--- src/rtl/sha_block_loader.sv ---
// Streams message words into 512-bit block memory, one word per write strobe.
// Define SHA_PAD_EN to append the 1-bit, zero fill and 64-bit length trailer.
module sha_block_loader #(
  parameter int unsigned WORD_W     = 32,
  parameter int unsigned MAX_BLOCKS = 64,
  parameter int unsigned ADDR_W     = 16
) (
  input  logic              clock,
  input  logic              reset,
  input  logic              start,
  input  logic [31:0]       msg_len,
  input  logic              in_valid,
  input  logic [WORD_W-1:0] in_word,
  output logic              in_ready,
  output logic              cs_n,
  output logic              wr_n,
  output logic [ADDR_W-1:0] addr,
  output logic [8:0]        addr_width,
  output logic [WORD_W-1:0] bram_data_in,
  output logic              busy,
  output logic              done,
  output logic              err_len,
  output logic [ADDR_W-1:0] n_blocks
);
  localparam int unsigned WPB   = 512 / WORD_W;
  localparam int unsigned IDX_W = $clog2(WPB);
  localparam int unsigned WSH   = $clog2(WORD_W);

  typedef enum logic [2:0] {S_IDLE, S_LOAD, S_PAD1, S_ZERO, S_LEN, S_DONE} state_e;

  state_e            state_q, state_d;
  logic [33:0]       blocks_c;
  logic              len_bad_c;
  logic [31:0]       words_c;
  logic              xfer_c;
  logic              wr_c;
  logic [WORD_W-1:0] wdata_c;
  logic [IDX_W-1:0]  idx_q, idx_d, idx_nxt_c;
  logic [ADDR_W-1:0] blk_q, blk_d;
  logic [31:0]       words_q, words_d;
  logic              cs_n_q, cs_n_d;
  logic [ADDR_W-1:0] addr_q, addr_d;
  logic [8:0]        aw_q, aw_d;
  logic [WORD_W-1:0] data_q, data_d;
  logic              busy_q, busy_d;
  logic              done_q, done_d;
  logic              err_q, err_d;
  logic              ready_q, ready_d;
  logic [ADDR_W-1:0] nblk_q, nblk_d;
`ifdef SHA_PAD_EN
  localparam logic [IDX_W-1:0] LEN_IDX = IDX_W'((512 - 64) / WORD_W);
  logic [31:0] len_q, len_d;
  logic        lsel_q, lsel_d;
  logic [63:0] len64_c;

  // Room for the trailer: one marker bit plus 64 length bits.
  assign blocks_c  = (34'(msg_len) + 34'd576) >> 9;
  assign len_bad_c = blocks_c > 34'(MAX_BLOCKS);
  assign len64_c   = {32'd0, len_q};
`else
  assign blocks_c  = 34'(msg_len >> 9);
  assign len_bad_c = (blocks_c == 34'd0) || (msg_len[8:0] != 9'd0) ||
                     (blocks_c > 34'(MAX_BLOCKS));
`endif

  assign words_c   = msg_len >> WSH;
  assign xfer_c    = in_valid & ready_q;
  assign idx_nxt_c = idx_q + IDX_W'(1);

  // State register.
  always_ff @(posedge clock or posedge reset) begin
    if (reset) state_q <= S_IDLE;
    else       state_q <= state_d;
  end

  // Next-state logic.
  always_comb begin
    state_d = state_q;
    unique case (state_q)
      S_IDLE: begin
        if (start && !len_bad_c) begin
`ifdef SHA_PAD_EN
          state_d = (words_c == 32'd0) ? S_PAD1 : S_LOAD;
`else
          state_d = S_LOAD;
`endif
        end
      end
      S_LOAD: begin
        if (xfer_c && (words_q == 32'd1)) begin
`ifdef SHA_PAD_EN
          state_d = S_PAD1;
`else
          state_d = S_DONE;
`endif
        end
      end
`ifdef SHA_PAD_EN
      S_PAD1, S_ZERO: state_d = (idx_nxt_c == LEN_IDX) ? S_LEN : S_ZERO;
      S_LEN:          if ((WORD_W == 64) || lsel_q) state_d = S_DONE;
`endif
      S_DONE:  state_d = S_IDLE;
      default: state_d = S_IDLE;
    endcase
  end

  // Write generation, block/word position tracking and registered outputs.
  always_comb begin
    wr_c    = 1'b0;
    wdata_c = '0;
    idx_d   = idx_q;
    blk_d   = blk_q;
    words_d = words_q;
    nblk_d  = nblk_q;
    err_d   = 1'b0;
`ifdef SHA_PAD_EN
    len_d   = len_q;
    lsel_d  = lsel_q;
`endif
    unique case (state_q)
      S_IDLE: begin
        if (start) begin
          if (len_bad_c) begin
            err_d = 1'b1;
          end else begin
            idx_d   = '0;
            blk_d   = '0;
            words_d = words_c;
            nblk_d  = ADDR_W'(blocks_c);
`ifdef SHA_PAD_EN
            len_d   = msg_len;
            lsel_d  = 1'b0;
`endif
          end
        end
      end
      S_LOAD: begin
        if (xfer_c) begin
          wr_c    = 1'b1;
          wdata_c = in_word;
          words_d = words_q - 32'd1;
        end
      end
`ifdef SHA_PAD_EN
      S_PAD1: begin
        wr_c    = 1'b1;
        wdata_c = {1'b1, {(WORD_W-1){1'b0}}};
      end
      S_ZERO: wr_c = 1'b1;
      S_LEN: begin
        wr_c    = 1'b1;
        wdata_c = WORD_W'(lsel_q ? len64_c : (len64_c >> (64 - WORD_W)));
        lsel_d  = 1'b1;
      end
`endif
      default: ;
    endcase
    if (wr_c) begin
      idx_d = idx_nxt_c;
      if (idx_q == IDX_W'(WPB - 1)) blk_d = blk_q + ADDR_W'(1);
    end
    cs_n_d  = ~wr_c;
    addr_d  = wr_c ? blk_q : addr_q;
    aw_d    = wr_c ? (9'd511 - (9'(idx_q) << WSH)) : aw_q;
    data_d  = wr_c ? wdata_c : data_q;
    busy_d  = (state_d != S_IDLE);
    done_d  = (state_d == S_DONE);
    ready_d = (state_d == S_LOAD);
  end

  always_ff @(posedge clock or posedge reset) begin
    if (reset) begin
      idx_q   <= '0;
      blk_q   <= '0;
      words_q <= '0;
      cs_n_q  <= 1'b1;
      addr_q  <= '0;
      aw_q    <= 9'd511;
      data_q  <= '0;
      busy_q  <= 1'b0;
      done_q  <= 1'b0;
      err_q   <= 1'b0;
      ready_q <= 1'b0;
      nblk_q  <= '0;
`ifdef SHA_PAD_EN
      len_q   <= '0;
      lsel_q  <= 1'b0;
`endif
    end else begin
      idx_q   <= idx_d;
      blk_q   <= blk_d;
      words_q <= words_d;
      cs_n_q  <= cs_n_d;
      addr_q  <= addr_d;
      aw_q    <= aw_d;
      data_q  <= data_d;
      busy_q  <= busy_d;
      done_q  <= done_d;
      err_q   <= err_d;
      ready_q <= ready_d;
      nblk_q  <= nblk_d;
`ifdef SHA_PAD_EN
      len_q   <= len_d;
      lsel_q  <= lsel_d;
`endif
    end
  end

  assign in_ready     = ready_q;
  assign cs_n         = cs_n_q;
  assign wr_n         = cs_n_q;
  assign addr         = addr_q;
  assign addr_width   = aw_q;
  assign bram_data_in = data_q;
  assign busy         = busy_q;
  assign done         = done_q;
  assign err_len      = err_q;
  assign n_blocks     = nblk_q;
endmodule

--- config.mk ---
export PLATFORM = sky130hd
export DESIGN_NAME = sha_block_loader
export DESIGN_NICKNAME = d
export VERILOG_FILES = /design/src/rtl/sha_block_loader.sv
export SDC_FILE = /design/constraint.sdc
export NUM_CORES = 1
export LEC_CHECK = 0
export ABC_AREA = 0
export BUFFER_PORTS_ARGS = -buffer_cell sky130_fd_sc_hd__buf_2
export CAP_MARGIN = 25
export CORE_AREA = 2 2 84 167
export DETAILED_ROUTE_END_ITERATION = 12
export DIE_AREA = 0 0 86 169
export PLACE_DENSITY = 0.68
export SYNTH_ARGS = -nofsm -noshare
export SYNTH_HDL_FRONTEND = slang
export SYNTH_SLANG_ARGS = --single-unit
--- constraint.sdc ---
create_clock -name clock -period 9.01 [get_ports clock]
set_input_delay 2.703 -clock clock [delete_from_list [all_inputs] [get_ports clock]]
set_output_delay 2.703 -clock clock [all_outputs]
set_load 0.05 [all_outputs]
; Yosys cells after proc, flatten, opt, wreduce, memory -nomap -nowiden
; Index checks and enable logic that the tools add are counted.
[classes]
n_addsub = 4
n_lt_le_gt_ge = 1
n_eq_ne = 9
muxes = 23
bitwise = 3
reduce_logical = 15
[op_table]
columns = op, n
row1 = 32-bit 2-to-1 mux, 5
row2 = 16-bit 2-to-1 mux, 5
row3 = 32-bit one-hot mux with 2 select lines, 1
row4 = 34-bit zero test, 1
row5 = "32-bit by 1-bit == test with 1-bit output, second input constant", 1
row6 = "32-bit by 1-bit subtractor with 32-bit output, second input constant", 1
row7 = "23-bit by 7-bit greater-than comparator with 1-bit output, second input constant", 1
row8 = "16-bit by 1-bit adder with 16-bit output, second input constant", 1
row9 = 4-bit 2-to-1 mux, 4
row10 = 9-bit nonzero test, 1
row11 = "9-bit subtractor, first input constant", 1
row12 = "3-bit by 1-bit == test with 1-bit output, second input constant", 2
row13 = 3-bit 2-to-1 mux, 2
row14 = "2-bit inequality test, second input constant", 3
row15 = 3-bit one-hot mux with 2 select lines, 1
row16 = 3-bit AND reduction, 2
row17 = 2-bit nonzero test, 3
row18 = 1-bit 2-to-1 mux, 5
row19 = "4-bit by 1-bit adder with 4-bit output, second input constant", 1
row20 = "4-bit == test, second input constant", 1
row21 = 4-bit AND reduction, 1
row22 = "3-bit == test, second input constant", 1
row23 = 3-bit zero test, 1
row24 = 3-bit nonzero test, 1
row25 = 6 further kinds, 9
[word_totals]
register_bits = 133
input_bits = 68
output_inout_bits = 79
word_cells = 68

; Logic depth before layout (Yosys ltp)
; Gate-level depths: netlist (run 1).
[depth]
word_depth = 8
mapped_depth = 8
ltp_nobuf = 7

; Worst setup path after synthesis (run 1)
; Ideal clock, no wire load.
[synth_path]
kind = input -> register
start = input port start
end = register words_q[22]
setup_ns = 0.121
t_arrival_ns = 4.321
required_time_ns = 8.889
path_slack_ns = 4.568
stages = 7
path_buffers = 2
path_cell_list = or4b_1 > and4b_1 > nand4_1 > clkbuf_1 > clkbuf_1 > o2bb2ai_1 > a22o_1
[synth_via]
elab_chain_len = 2
[synth_lines]
columns = item, line
row1 = start: declaration, 10  ; input logic start,
row2 = 2-bit inequality test (no line), n/a
row3 = 4-bit AND reduction (no line), n/a
row4 = end signal: assignment, 192  ; words_q <= words_d;
row5 = end: declaration, 40  ; logic [31:0] words_q, words_d;
; No other way between the ends.
; A chain may end at the register's enable or synchronous reset.

; Final worst setup path (run 1)
[layout_path]
start = input port start
end = register idx_q[3]
[layout_via]
elab_chain_len = 2
[layout_lines]
columns = item, line
row1 = 2-bit nonzero test (no line), n/a
row2 = 3-bit AND reduction (no line), n/a
row3 = end signal: assignment, 190  ; idx_q <= idx_d;
row4 = end: declaration, 38  ; logic [IDX_W-1:0] idx_q, idx_d, idx_nxt_c;
; No other way between the ends.

==> impl_metrics.py, run 1 <==
metrics = {
    "outcome": {
        "status": "finished clean",
    },
    "detailed_routing": {
        "dr.pass1.iters": 4,
        "vias_per_cell": 5.28,
        "drc_errors": 0,
        "initialDrtViolationCount": 303,
        "num_vias": 4803,
        "detail-route-antenna-nets": 0,
        "post_drt_wl_per_cell_um": 15.2,
        "drt-total-wl_um": 13900,
    },
    "floorplan": {
        "dieArea_um2": 14500,
        "die_w_um": 86,
        "pin_count": 147,
        "fp-row-count": 60,
        "core_area_um2": 13300,
        "die_h_um": 169,
        "initial_core_util_pct": 43.9,
    },
    "logic_synthesis": {
        "synth_edf_count": 0,
        "avgSynthCellArea_um2": 9.57,
        "synthArstFlopShare_pct": 100,
        "yosysWarnings": 0,
        "ys.flop_type": "dfrtp_1",
        "ys_types": 59,
        "synth-seq-cells": 128,
        "ys_seq_area_share_pct": 55.0,
        "netlist_instances": 610,
        "synth.cell_area_um2": 5840,
    },
    "timing": {
        "fin_crit_ps": 4890,
        "rsz0062_at_grt": "no",
        "skew_ps": 7.18,
        "slew_viol_final": 0,
        "fmax_mhz": 204,
        "relSlewSlack_pct": 34.0,
        "setup_violations": 0,
        "hold_violations": 0,
        "period_share_pct": 54.3,
        "setup_ws_ps": 4120,
        "tightest_slew_ps": 989,
        "finalSetupTns_ps": 0,
    },
    "global_route": {
        "grt_pass1_vias": 4656,
        "grt_max_degree": 73,
        "grtUsageMet3_pct": 5.66,
        "antenna_found_initial": 0,
        "overflow": 0,
        "grt_usage_pct": 20.0,
        "grt_pass1_wl_um": 23300,
        "met2_usage_pct": 31.0,
        "use_met1_pct": 27.1,
        "grt_most_used_layer": "met2",
    },
    "critical_path": {
        "crit_family": "simple AND/OR/NAND/NOR gates",
        "cp-end-kind": "flip-flop",
        "worstSetupPathType": "in -> reg",
        "cp_max_fo": 46,
        "arrival_ps": 5190,
        "critical_path_required_ps": 9310,
        "cp_num_buf_inv": 2,
        "worstPathCellList": "buf_2 -> or4b_1 -> and4b_1 -> nand4_1 -> buf_4 -> and2_0 -> a22o_1",
        "cp-start-kind": "primary input",
        "worstSetupPathDepth": 7,
        "critPathMaxStageDelay_ps": 530,
        "cp_slowest_cell": "or4b_1",
        "r2r_cells": 8,
    },
    "flow_run": {
        "maxCapViolCount": 0,
    },
    "clock_tree": {
        "path_clk_slew_ps": 60,
        "post_cts_buffers": 0,
        "clock_sinks": 128,
        "holdBufCountCts": 0,
        "ctsRootBufferMaster": "clkbuf_16",
        "numCtsBuffers": 17,
        "cts.repair.resized": 0,
        "clk_latency_ps": 410,
        "htree_levels": 4,
        "cts_buffer_depth": 2,
        "tritoncts": "done",
    },
    "cells_and_area": {
        "layout.nets": 814,
        "final_common_cell": "nand2_1",
        "stdcell_count": 910,
        "final_cell_mix": "nand2_1, buf_2, dfrtp_1, nor2_1, a21oi_1",
        "antennaDiodeCount": 0,
        "drive_gt1_share_pct": 26.9,
        "syn_to_final_growth_pct": 25.1,
        "utilization_pct": 54.9,
    },
    "placed_design": {
        "port_buffers": 141,
        "hpwl_um": 9150,
        "dp_cells": 878,
        "dp_slack_ps": 3720,
        "gp_congestion": 0.784,
    },
    "pwr": {
        "p_leak_uw": 0.00383,
        "ir_worst_vdd_uv": 150,
        "power_uw": 1480,
        "p_per_area_nw_per_um2": 203,
    },
    "worst_hold_path": {
        "hold_class": "reg -> reg",
        "hold_depth": 2,
    },
}
-- worst paths after layout --
path,endpoint,start,slack (ps)
max,idx_q[3]$_DFFE_PP0P_,start,4120
min reg2reg,addr[14]$_DFFE_PP0P_,addr[14]$_DFFE_PP0P_,470
min,addr[14]$_DFFE_PP0P_,addr[14]$_DFFE_PP0P_,470
max reg2reg,words_q[12]$_DFFE_PP0P_,state_q[1]$_DFF_PP0_,5470
min in group asynchronous,bram_data_in[1]$_DFFE_PP0P_,reset,2480
max in group asynchronous,blk_q[2]$_DFF_PP0_,reset,5270
-- Yosys cell counts, types with 5 or more instances --
| cell type | number | share of area [%] |
|---|---|---|
| clkbuf_1 | 28 | 1.8 |
| xnor2_1 | 7 | 1.1 |
| dfrtp_1 | 123 | 53 |
| a21oi_1 | 25 | 2.1 |
| a22o_1 | 5 | 0.75 |
| nor4_1 | 17 | 1.8 |
| and4_1 | 6 | 0.90 |
| or4_1 | 8 | 1.0 |
| o31ai_1 | 5 | 0.64 |
| dfstp_2 | 5 | 2.3 |
| or3_1 | 5 | 0.54 |
| and2_1 | 12 | 1.3 |
| mux2_2 | 7 | 1.4 |
| o21ai_0 | 21 | 1.8 |
| mux2i_1 | 8 | 1.4 |
| a31oi_1 | 5 | 0.54 |
| inv_1 | 9 | 0.58 |
| nand4_1 | 14 | 1.5 |
| nor2_1 | 30 | 1.9 |
| buf_4 | 6 | 0.77 |
| nor3_1 | 10 | 0.86 |
| nand3_1 | 24 | 2.1 |
| nand2_1 | 166 | 11 |
-- layer usage --
metal | part of all wire, % | wire [um] | vias to the layer above
met2 | 49 | 6830 | 128
met3 | 4.9 | 676 | 12
met1 | 45 | 6200 | 2289
met4 | 1.1 | 148 | 0
li1 | - | - | 2374
met5 | 0 | 0 | -
-- sequential cells by signal, summed over array words and instances, names as in the netlist, 3 cells and up --
signal / flops
addr: 16
blk_q: 16
words_q: 32
idx_q: 4
state_q: 3
bram_data_in: 32
n_blocks: 16
addr_width: 4
-- final cells by class --
cell class                 instances  area, um^2
clock buffer                      19         453
clock inverter                    13         209
fill                            1231        5990
inverter                          10        40.0
multi-input combinational        438        2440
sequential                       128        3210
tap                              155         194
timing repair buffer             147         754
-- worst register-to-register path: stages, from the launching register on --
cell	delay [ps]
dfrtp_1	380
or3b_1	790
nor2_4	230
buf_4	510
inv_2	440
buf_4	420
nor4b_1	420
xnor2_1	160
nor2_1	50
-- stage by stage --
| stage | instance area (um^2) | hold slack, ps |
|---|---|---|
| 6_report | 7300 | 466 |
| 5_1_grt | 7300 | 488 |
| 4_1_cts | 7300 | 473 |
| 3_5_place_dp | 6640 | 456 |
| 3_3_place_gp | 6630 | 454 |
| 2_1_floorplan | 5850 | 445 |
-- where the power goes --
part           switching [uW]  total (uW)  internal [uW]
sequential               12.5         604            591
clock                     258         764            506
combinational            81.3         113           31.5
-- kinds of logic (layout without fill, tap and decap cells) --
| family | Yosys count | in the layout | share of synthesized area [%] |
|---|---|---|---|
| adders and majority gates | 4 | 4 | 0.857 |
| other | 2 | 6 | 0.129 |
| buffers and inverters | 48 | 189 | 3.60 |
| xor gates and xnor gates | 11 | 11 | 1.65 |
| muxes | 15 | 15 | 2.72 |
| and+or+nand+nor | 319 | 319 | 26.9 |
| DFF | 128 | 128 | 55.0 |
| AOI/OAI and AO/OA | 83 | 83 | 9.15 |
Power figures use the tool's default switching activity.
==> run 2: changes to the inputs <==
- ABC_AREA: 0 -> 1
- CORE_AREA: 2 2 84 167 -> 2 2 88 174
- DIE_AREA: 0 0 86 169 -> 0 0 90 176
- PLACE_DENSITY: 0.68 -> 0.67
- clock period: 9.01 -> 5.04 ns (I/O delays scaled with it)
==> impl_metrics.py, run 2 <==
metrics = {
    "outcome": {
        "status": "finished clean",
    },
    "critical_path": {
        "critPathMaxStageDelay_ps": 560,
        "ff2ff_setup_slack_ps": 2430,
        "arrival_ps": 3610,
        "crit_path_end": "words_q[14]$_DFFE_PP0P_",
        "cp-start-kind": "primary input",
        "worstSetupPathType": "in -> reg",
        "worstSetupPathDepth": 8,
        "rr_startpoint": "state_q[1]$_DFF_PP0_",
        "cp_num_buf_inv": 3,
        "cpMostUsedCell": "nand2_1",
        "r2r_end": "words_q[14]$_DFFE_PP0P_",
        "crit_family": "simple AND/OR/NAND/NOR gates",
        "worstPathCellList": "buf_2 -> inv_1 -> nor4_2 -> nand3_4 -> nand2_4 -> inv_2 -> nand2_1 -> nand2_1",
        "cp-end-kind": "flip-flop",
        "cp_slowest_cell": "nand2_4",
        "critical_path_required_ps": 5340,
        "r2r_cells": 6,
        "cp_max_fo": 50,
        "crit_start": "start",
    },
    "floorplan": {
        "fp-row-count": 62,
        "die_h_um": 176,
        "dieArea_um2": 15800,
        "initial_core_util_pct": 44.4,
        "die_w_um": 90,
        "core_area_um2": 14400,
        "pin_count": 147,
    },
    "pwr": {
        "switchingPower_uw": 675,
        "comb_power_share_pct": 9.9,
        "p_int_uw": 2000,
        "ir_worst_vdd_uv": 232,
        "p_per_area_nw_per_um2": 340,
        "swShare_pct": 25.2,
        "power_frac_clock_pct": 48.8,
        "p_seq_share_pct": 41.3,
        "p_leak_uw": 0.00433,
    },
    "logic_synthesis": {
        "synth_edf_count": 0,
        "ys.flop_type": "dfrtp_1",
        "synth_common_cells": "nand2_1, dfrtp_1, nor2_1",
        "yosysTopAreaCell": "dfrtp_1",
        "netlist_instances": 866,
        "synthTopCellsByArea": "dfrtp_1, nand2_1, nor2_1",
        "synth.cell_area_um2": 6400,
        "avgSynthCellArea_um2": 7.39,
        "synthArstFlopShare_pct": 100,
        "yosysTopAreaCellShare_pct": 48.1,
        "ys_seq_area_share_pct": 50.1,
        "yosysMostFrequentCell": "nand2_1",
        "yosysWarnings": 0,
        "synth-seq-cells": 128,
        "ys_types": 36,
    },
    "cells_and_area": {
        "layout.nets": 1073,
        "fillers": 1456,
        "syn_to_final_growth_pct": 22.9,
        "drive_gt1_share_pct": 19.2,
        "final_common_cell": "nand2_1",
        "antennaDiodeCount": 0,
        "multi_input_area_um2": 2700,
        "final_cell_mix": "nand2_1, buf_2, dfrtp_1, nor2_1, inv_1",
        "regArea_um2": 3210,
        "final_area_um2": 7870,
    },
    "global_route": {
        "antenna_found_initial": 0,
        "grt_usage_pct": 21.7,
        "grt_pass1_vias": 5753,
        "grt_pass1_wl_um": 27200,
        "grt_max_degree": 72,
        "overflow": 0,
    },
    "detailed_routing": {
        "detail-route-antenna-nets": 0,
        "num_vias": 5860,
        "drc_errors": 0,
        "post_drt_wl_per_cell_um": 13.9,
        "vias_per_cell": 4.86,
        "dr.pass1.iters": 5,
        "drt-total-wl_um": 16800,
        "initialDrtViolationCount": 292,
    },
    "clock_tree": {
        "numCtsBuffers": 17,
        "cts.repair.resized": 0,
        "post_cts_buffers": 0,
        "cts_buffer_depth": 2,
        "clk_latency_ps": 420,
        "path_clk_slew_ps": 50,
        "ctsRootBufferMaster": "clkbuf_16",
        "htree_levels": 4,
        "clock_sinks": 128,
        "tritoncts": "done",
        "holdBufCountCts": 0,
    },
    "worst_hold_path": {
        "hold_class": "reg -> reg",
        "worst_hold_startpoint": "n_blocks[15]$_DFFE_PP0P_",
    },
    "placed_design": {
        "gp_congestion": 0.916,
        "dpl_cell_area_um2": 7230,
        "port_buffers": 141,
        "hpwl_um": 12400,
        "dp_slack_ps": 1290,
    },
    "timing": {
        "tightest_slew_ps": 1000,
        "rsz0062_at_grt": "no",
        "slew_viol_final": 0,
        "fmax_mhz": 302,
        "hold_violations": 0,
        "relSlewSlack_pct": 33.0,
        "skew_ps": 9.18,
        "period_share_pct": 65.7,
        "setup_violations": 0,
        "setup_ws_ps": 1730,
        "finalSetupTns_ps": 0,
        "fin_crit_ps": 3310,
    },
    "flow_run": {
        "maxCapViolCount": 0,
    },
}
run 2: cell count changes after synthesis, sizes merged, moves of 7 or more:
cell    change
or4         -9
mux2        -7
o21ai      +45
clkbuf     -19
inv        +78
buf        +14
nand3      +21
nor4       -15
nor2       +76
and2       -13
a21oi      -12
nand2     +176
mux2i       -8
xnor2       -7
run 2: stage by stage:
stage               std cells  utilization, %  power [uW]  hold slack, ps
floorplan                 870               -        1300             431
global placement         1174            50.1        1390             446
detailed placement       1174            50.1        1390             449
CTS                      1206            54.5        2710             464
global route             1206            54.5        2780             489
finish                   1206            54.5        2680             459
run 2: worst min path at each step:
stage | to | cells past startpoint
4_1_cts | n_blocks[13]$_DFFE_PP0P_ | 2
5_1_grt | bram_data_in[27]$_DFFE_PP0P_ | 2
3_5_place_dp | n_blocks[15]$_DFFE_PP0P_ | 2
2_1_floorplan | addr_width[6]$_DFFE_PP1P_ | 1
6_report | n_blocks[15]$_DFFE_PP0P_ | 2
3_3_place_gp | n_blocks[13]$_DFFE_PP0P_ | 2
run 2: tightest hold or removal path, stage by stage (launching register included):
cell and delay [ps]:
dfrtp_1 330, nand2_1 50, inv_1 40
run 2: layer usage:
metal	global-route usage, %	part of all wire [%]	vias to the layer above
met5	0	0	-
li1	-	-	2953
met3	4.18	3.9	48
met4	12.9	4.9	0
met2	41.0	56	159
met1	21.7	35	2700
run 2: cells by family after synthesis:
logic type	after synthesis	share of synthesized area (%)
AO/OA/AOI/OAI	89	7.27
other	2	0.117
AND/OR/NAND/NOR	513	32.4
buffers and inverters	120	7.88
flip-flops	128	50.1
XOR/XNOR	10	1.37
adder cells (fa/ha/maj)	4	0.782
run 2: layout make-up:
class                      instances  area share, %
clock buffer                      20           5.81
tap                              192           3.05
timing repair buffer             145           9.51
sequential                       128           40.8
inverter                          87           4.18
clock inverter                    12           2.31
multi-input combinational        622           34.3
run 2: power groups by stage:
| stage | combinational [uW] | clock [uW] | sequential, uW |
|---|---|---|---|
| 4_1_cts | 267 | 1340 | 1110 |
| 3_5_place_dp | 267 | 0 | 1120 |
| 3_3_place_gp | 264 | 0 | 1120 |
| 5_1_grt | 293 | 1380 | 1110 |
| 2_1_floorplan | 113 | 0 | 1190 |
| 6_report | 264 | 1310 | 1110 |
==> run 3: changes to the inputs <==
- clock period: 5.04 -> 3.25 ns (I/O delays scaled with it)
==> impl_metrics.py, run 3 (synthesized netlist as in run 2, its figures left out) <==
metrics = {
    "cells_and_area": {
        "final_common_cell": "nand2_1",
        "fillers": 1450,
        "syn_to_final_growth_pct": 23.4,
        "multi_input_area_um2": 2700,
        "regArea_um2": 3210,
        "final_cell_mix": "nand2_1, buf_2, dfrtp_1, nor2_1, inv_1",
        "layout.nets": 1079,
        "utilization_pct": 54.8,
        "drive_gt1_share_pct": 19.7,
    },
    "floorplan": {
        "die_h_um": 176,
        "die_w_um": 90,
        "dieArea_um2": 15800,
        "initial_core_util_pct": 44.4,
        "pin_count": 147,
        "core_area_um2": 14400,
        "fp-row-count": 62,
    },
    "global_route": {
        "grt_pass1_vias": 5976,
        "grt_pass1_wl_um": 28400,
        "overflow": 0,
        "antenna_found_initial": 1,
        "grt_usage_pct": 22.4,
        "grt_max_degree": 58,
    },
    "placed_design": {
        "hpwl_um": 13100,
        "port_buffers": 141,
        "dp_slack_ps": 627,
        "gp_congestion": 0.928,
    },
    "timing": {
        "fin_crit_ps": 2360,
        "fmax_mhz": 425,
        "rsz0062_at_grt": "no",
        "hold_violations": 0,
        "finalSetupTns_ps": 0,
        "period_share_pct": 72.5,
        "tightest_slew_ps": 673,
        "skew_ps": 11.2,
        "relSlewSlack_pct": 55.1,
        "setup_violations": 0,
        "slew_viol_final": 0,
        "setup_ws_ps": 895,
        "hold_ws_ps": 459,
    },
    "worst_hold_path": {
        "hold_class": "reg -> reg",
    },
    "clock_tree": {
        "cts.repair.resized": 0,
        "cts_buffer_depth": 2,
        "clk_latency_ps": 410,
        "numCtsBuffers": 17,
        "path_clk_slew_ps": 60,
        "holdBufCountCts": 0,
        "clock_sinks": 128,
        "post_cts_buffers": 0,
        "htree_levels": 4,
        "ctsRootBufferMaster": "clkbuf_16",
        "tritoncts": "done",
    },
    "detailed_routing": {
        "dr.pass1.iters": 5,
        "detail-route-antenna-nets": 0,
        "wl_met1_um": 6160,
        "drt-total-wl_um": 17200,
        "num_vias": 5971,
        "drc_errors": 0,
        "initialDrtViolationCount": 256,
        "vias_per_cell": 4.92,
        "met2_length_um": 9520,
        "highest-signal-layer": "met4",
        "post_drt_wl_per_cell_um": 14.1,
        "dr_wl_met3_um": 619,
    },
    "critical_path": {
        "arrival_ps": 2640,
        "worstSetupPathType": "reg -> reg",
        "cp-end-kind": "flip-flop",
        "ff2ff_setup_slack_ps": 890,
        "cp-start-kind": "flip-flop",
        "critical_path_required_ps": 3540,
        "cp_max_fo": 22,
    },
    "flow_run": {
        "maxCapViolCount": 0,
    },
    "pwr": {
        "p_per_area_nw_per_um2": 509,
        "ir_worst_vdd_uv": 304,
        "p_leak_uw": 0.00434,
    },
    "outcome": {
        "status": "finished clean",
    },
}
==> run 3: worst paths after layout <==
check                                   startpoint                      end  cells after the start
max reg2reg                   state_q[1]$_DFF_PP0_  words_q[31]$_DFFE_PP0P_                      8
max in group asynchronous                    reset           cs_n$_DFF_PP1_                      3
min in group asynchronous                    reset      addr[0]$_DFFE_PP0P_                      2
min reg2reg                n_blocks[9]$_DFFE_PP0P_  n_blocks[9]$_DFFE_PP0P_                      2
max                           state_q[1]$_DFF_PP0_  words_q[31]$_DFFE_PP0P_                      8
min                        n_blocks[9]$_DFFE_PP0P_  n_blocks[9]$_DFFE_PP0P_                      2
==> run 3: layout make-up <==
cell class / count / area share (%)
sequential: 128 / 40.6
antenna: 1 / 0.0317
multi-input combinational: 622 / 34.2
timing repair buffer: 151 / 10.5
clock buffer: 18 / 5.43
inverter: 87 / 4.18
tap: 192 / 3.04
clock inverter: 14 / 1.98
==> run 3: layer usage <==
| layer | vias up | global-route usage, % |
|---|---|---|
| met5 | - | 0 |
| li1 | 2978 | - |
| met1 | 2774 | 23.0 |
| met4 | 0 | 11.9 |
| met3 | 55 | 3.84 |
| met2 | 164 | 42.9 |
==> run 3: through the flow <==
stage / std cells / total power, uW / cell area, um^2
2_1_floorplan: 870 / 2020 / 6420
3_3_place_gp: 1180 / 2160 / 7310
3_5_place_dp: 1180 / 2160 / 7310
4_1_cts: 1212 / 4060 / 7900
5_1_grt: 1213 / 4170 / 7900
6_report: 1213 / 4020 / 7900
==> run 3: critical path: stages (launching register included) <==
cell and delay, ps:
dfrtp_1 380, nor2_1 110, nand2_1 330, nor2_4 490
inv_2 270, nand2_4 300, inv_2 190, nand2_1 110
nand2_1 50
==> run 3: power by group <==
| part | total (uW) | internal [uW] | switching [uW] |
|---|---|---|---|
| clock network | 1890 | 1140 | 751 |
| logic | 414 | 118 | 297 |
| registers | 1720 | 1660 | 53.0 |
